File: src/rtl/parking_occupancy_tracker.sv
// Parking lot occupancy tracker: arbitrates one gate mechanism between entry and
// exit requests, times out unused openings and keeps the saturating car count.
//
// state      | meaning
// -----------+-----------------------------------------------------------
// IDLE       | no gate open; evaluate exit (priority) then entry requests
// ENTRY_OPEN | entry gate open, waiting for pass or timeout
// EXIT_OPEN  | exit gate open, waiting for pass or timeout
// COOLDOWN   | one closed cycle so a held request cannot retrigger at once
module parking_occupancy_tracker #(
    parameter int unsigned CAPACITY = 8,
    parameter int unsigned TIMEOUT  = 16
) (
    input  logic       clk,
    input  logic       rst,
    input  logic       entry_req,
    input  logic       exit_req,
    input  logic       pass,
    output logic [3:0] parked,
    output logic       full,
    output logic       entry_open,
    output logic       exit_open,
    output logic       deny
);

    localparam logic [3:0] CAP_W    = 4'(CAPACITY);
    localparam logic [7:0] TIMER_TC = 8'(TIMEOUT - 1);

    typedef enum logic [1:0] {
        IDLE       = 2'd0,
        ENTRY_OPEN = 2'd1,
        EXIT_OPEN  = 2'd2,
        COOLDOWN   = 2'd3
    } state_t;

    state_t     state_q;
    logic [7:0] timer_q;
    logic [3:0] parked_q;
    logic       entry_open_q;
    logic       exit_open_q;
    logic       deny_q;

    logic [3:0] parked_up_d;
    logic [3:0] parked_dn_d;

    // Saturation is defensive only: the IDLE guards already keep the count in range.
    always_comb begin
        parked_up_d = (parked_q >= CAP_W) ? parked_q : parked_q + 4'd1;
        parked_dn_d = (parked_q == 4'd0)  ? parked_q : parked_q - 4'd1;
    end

    always_ff @(posedge clk) begin
        if (rst) begin
            state_q      <= IDLE;
            timer_q      <= 8'd0;
            parked_q     <= 4'd0;
            entry_open_q <= 1'b0;
            exit_open_q  <= 1'b0;
            deny_q       <= 1'b0;
        end else begin
            deny_q <= 1'b0;
            case (state_q)
                IDLE: begin
                    if (exit_req && parked_q != 4'd0) begin
                        exit_open_q <= 1'b1;
                        timer_q     <= 8'd0;
                        state_q     <= EXIT_OPEN;
                    end else if (entry_req && parked_q < CAP_W) begin
                        entry_open_q <= 1'b1;
                        timer_q      <= 8'd0;
                        state_q      <= ENTRY_OPEN;
                    end else if (entry_req) begin
                        deny_q  <= 1'b1;
                        state_q <= COOLDOWN;
                    end
                end
                ENTRY_OPEN, EXIT_OPEN: begin
                    // pass is checked first so a pass on the timeout cycle still counts
                    if (pass) begin
                        parked_q     <= (state_q == ENTRY_OPEN) ? parked_up_d : parked_dn_d;
                        entry_open_q <= 1'b0;
                        exit_open_q  <= 1'b0;
                        state_q      <= COOLDOWN;
                    end else if (timer_q == TIMER_TC) begin
                        entry_open_q <= 1'b0;
                        exit_open_q  <= 1'b0;
                        state_q      <= COOLDOWN;
                    end else begin
                        timer_q <= timer_q + 8'd1;
                    end
                end
                COOLDOWN: state_q <= IDLE;
                default:  state_q <= IDLE;
            endcase
        end
    end

    assign parked     = parked_q;
    assign full       = (parked_q == CAP_W);
    assign entry_open = entry_open_q;
    assign exit_open  = exit_open_q;
    assign deny       = deny_q;

endmodule

File: config.mk
export PLATFORM = sky130hd
export DESIGN_NAME = parking_occupancy_tracker
export DESIGN_NICKNAME = d
export VERILOG_FILES = /design/src/rtl/parking_occupancy_tracker.sv
export SDC_FILE = /design/constraint.sdc
export NUM_CORES = 1
export LEC_CHECK = 0
export BUFFER_PORTS_ARGS = -buffer_cell sky130_fd_sc_hd__buf_2
export CAP_MARGIN = 30
export CORE_ASPECT_RATIO = 1.2
export CORE_UTILIZATION = 45
export CTS_BUF_LIST = sky130_fd_sc_hd__clkbuf_2 sky130_fd_sc_hd__clkbuf_4 sky130_fd_sc_hd__clkbuf_8
export DETAILED_ROUTE_END_ITERATION = 7
export PLACE_DENSITY_LB_ADDON = 0.15
export SLEW_MARGIN = 20
export SYNTH_ARGS = -nofsm -noshare
export SYNTH_HDL_FRONTEND = slang
export SYNTH_SLANG_ARGS = --single-unit
File: constraint.sdc
create_clock -name clk -period 1.8 [get_ports clk]
set_clock_uncertainty 0.05 [all_clocks]
set_input_delay 0 -clock clk [delete_from_list [all_inputs] [get_ports clk]]
set_output_delay 0 -clock clk [all_outputs]
set_load 0.01 [all_outputs]
==> impl_metrics.py <==
metrics = {
    "clock_tree": {
        "cts.sinks": 17,
        "cts_tree": "yes",
        "clock_path_buffers": 2,
        "clk_pin_slew_worst_paths_ns": 0.10,
        "clk-insertion-delay-late_ns": 0.29,
        "cts_buffers": 3,
        "cts_root_buffer": "clkbuf_4",
        "post_cts_buffers": 0,
        "h-tree-depth": 1,
    },
    "timing": {
        "maxSlewViolCount": 0,
        "finalCriticalPeriod_ns": 1.79,
        "setup_viol": 0,
        "fin_tns_setup_ns": 0,
        "fmax_ghz": 0.559,
        "tightest_slew_ns": 0.393,
        "max_slew_margin": 0.736,
        "hold_ws_ns": 0.0572,
        "hold_viol": 0,
        "rsz0062_at_grt": "yes",
        "fin_crit_sh": 0.995,
    },
    "synthesis": {
        "syn_inst": 127,
        "synth-seq-area-share": 0.319,
        "synth_top_family_by_area": "compound AO/OA/AOI/OAI gates",
        "yosys.area_share.simple": 0.242,
        "synth_edf_count": 0,
        "async_reset_ff_frac": 0,
        "synth-compound-area-share": 0.258,
        "synth_cell_types": 42,
        "synth-xor-area-share": 0.0164,
        "synth_top_area_frac": 0.319,
        "synth_ff_type": "dfxtp_1",
        "ys_ff_latch": 17,
        "muxShareOfSynthArea": 0.0282,
        "yosys_warnings": 0,
        "syn-num-nets": 138,
        "syn_area_um2": 1070,
        "synth_fa_ha_area_frac": 0.0775,
        "syn_avg_cell_area_um2": 8.39,
        "synth_top_cell_by_area": "dfxtp_1",
        "synth_area_leaders": "dfxtp_1 32%, ha_1 5.9%, nand3_1 4.2%, inv_1 3.5%, nand2_1 3.5%",
    },
    "finish": {
        "synthToLayoutAreaGrowth_pct": 30.8,
        "fin_nets": 168,
        "drive_above_1_share": 0.333,
        "num_antenna_cells": 0,
        "final_area_um2": 1390,
    },
    "power_and_ir_drop": {
        "p_total_uw": 1950,
        "p_leak_uw": 0.000567,
        "ir_worst_vdd_mv": 0.847,
        "p_per_area_nw_per_um2": 1400,
    },
    "critical_path": {
        "critPathCaptureType": "flop",
        "required_ns": 1.96,
        "timing.rr.start": "parked[1]$_SDFFE_PP0P_",
        "crit_type": "flop to flop",
        "cp_max_fo": 8,
        "cp.arrival_ns": 1.95,
        "startpoint_type": "flop",
        "setup.worst_path.start": "parked[1]$_SDFFE_PP0P_",
    },
    "floorplanning": {
        "placementRows": 18,
        "die_height_um": 55.3,
        "initial_core_util": 0.498,
        "fp.dieW_um": 46.4,
        "dieArea_um2": 2570,
        "num_io_pins": 13,
        "coreArea_um2": 2140,
    },
    "grt": {
        "grt_use_total": 0.243,
        "grt_pass1_wl_um": 4710,
        "grt_pass1_vias": 1069,
        "globalRouteOverflowTotal": 0,
        "antenna_found_initial": 0,
        "grt_max_degree": 14,
    },
    "placed_design": {
        "routabilityCongestion": 0.966,
        "placed_area_um2": 1260,
        "hpwl_um": 1980,
        "io_buffers": 12,
    },
    "hold_path": {
        "worstHoldStart": "entry_req",
        "hold_class": "input port to flop",
    },
    "detailed_routing": {
        "num_vias": 1127,
        "drc_errors": 0,
        "via_per_inst": 6.06,
        "drtIter0Drc": 18,
        "finalWirelength_um": 2790,
        "final_antenna_net_count": 0,
        "wl_per_cell_um": 15.0,
        "drt_first_pass_iters": 4,
    },
    "outcome": {
        "status": "finished, final reports clean",
    },
    "job": {
        "maxCapViolations": 0,
    },
}
routing by layer:
metal	track usage	part of all wire	routed length (µm)	vias to the layer above
li1	-	-	-	537
met1	0.311	0.43	1210	542
met2	0.385	0.50	1410	38
met3	0.0392	0.037	104	10
met4	0.105	0.026	72	0
met5	0	0	0	-
path summary, 6_finish.rpt:
check	endpoint	slack [ns]	cells after the start
max	timer_q[3]$_SDFFE_PP0P_	0.01	4
min	state_q[1]$_SDFFE_PP0P_	0.06	3
max reg2reg	timer_q[3]$_SDFFE_PP0P_	0.01	4
min reg2reg	state_q[1]$_SDFFE_PP0P_	0.43	2
layout make-up:
class                      instances  area (µm²)
clock buffer                       4        30.0
fill                             195         746
inverter                          10        37.5
multi-input combinational         94         731
sequential                        17         344
tap                               30        37.5
timing repair buffer              31         214
flip-flops by register name, indices dropped and copies added, names as in the netlist:
name	cells
exit_open	1
state_q	2
timer_q	8
deny	1
entry_open	1
parked	4
cell usage after synthesis, types with 2 or more instances:
cell and count:
dfxtp_1 17, inv_1 10, nand2_1 10, nand3_1 9
nor2_1 7, nor3_1 6, ha_1 5, a211oi_1 4
a31o_2 4, clkbuf_1 4, a21oi_1 3, a311oi_1 3
and2_1 3, mux2i_1 3, o31ai_1 3, a221oi_2 2
a31oi_1 2, a32o_1 2, buf_2 2, nand2b_1 2
nor3b_1 2, o21ai_0 2, or3_1 2, xnor2_1 2
critical path: stages, from the launching register on:
cell and delay, ns:
dfxtp_1 0.34, or3_4 0.37, or4_4 0.51, and2_4 0.20, a221oi_2 0.23
repair_timing:
| item | in CTS | in global routing |
|---|---|---|
| hold buffers | 3 | 0 |
| resized for setup | 2 | 12 |
| hold endpoints to repair | 5 | 0 |
| setup endpoints to repair | 8 | 13 |
| pin swaps | 0 | 1 |
stage by stage:
| stage | std cells | setup slack [ns] | utilization |
|---|---|---|---|
| floorplan | 127 | 0.00734 | - |
| global placement | 179 | -0.0435 | 0.590 |
| detailed placement | 179 | -0.0659 | 0.590 |
| CTS | 186 | 0.0127 | 0.623 |
| global route | 186 | -0.0261 | 0.651 |
| finish | 186 | 0.00961 | 0.651 |
cells in the final DEF (no fill, tap or decap), drive strengths merged, types with 5 or more instances in the layout:
master,netlist,routed
nor3,6,6
nor2,7,7
nand3,9,9
dfxtp,17,17
inv,10,10
buf,2,28
nand2,10,10
ha,5,5
cell families after synthesis:
| family | count (synthesis) |
|---|---|
| buffers and inverters | 16 |
| adders and majority gates | 6 |
| muxes | 3 |
| and+or+nand+nor | 49 |
| AOI/OAI and AO/OA | 34 |
| xor gates and xnor gates | 2 |
| DFF | 17 |
report_power, final:
group / internal (µW) / switching (µW)
clock network: 101 / 120
registers: 448 / 48.6
logic: 569 / 662
total: 1120 / 830
(Power assumes the default switching activity.)
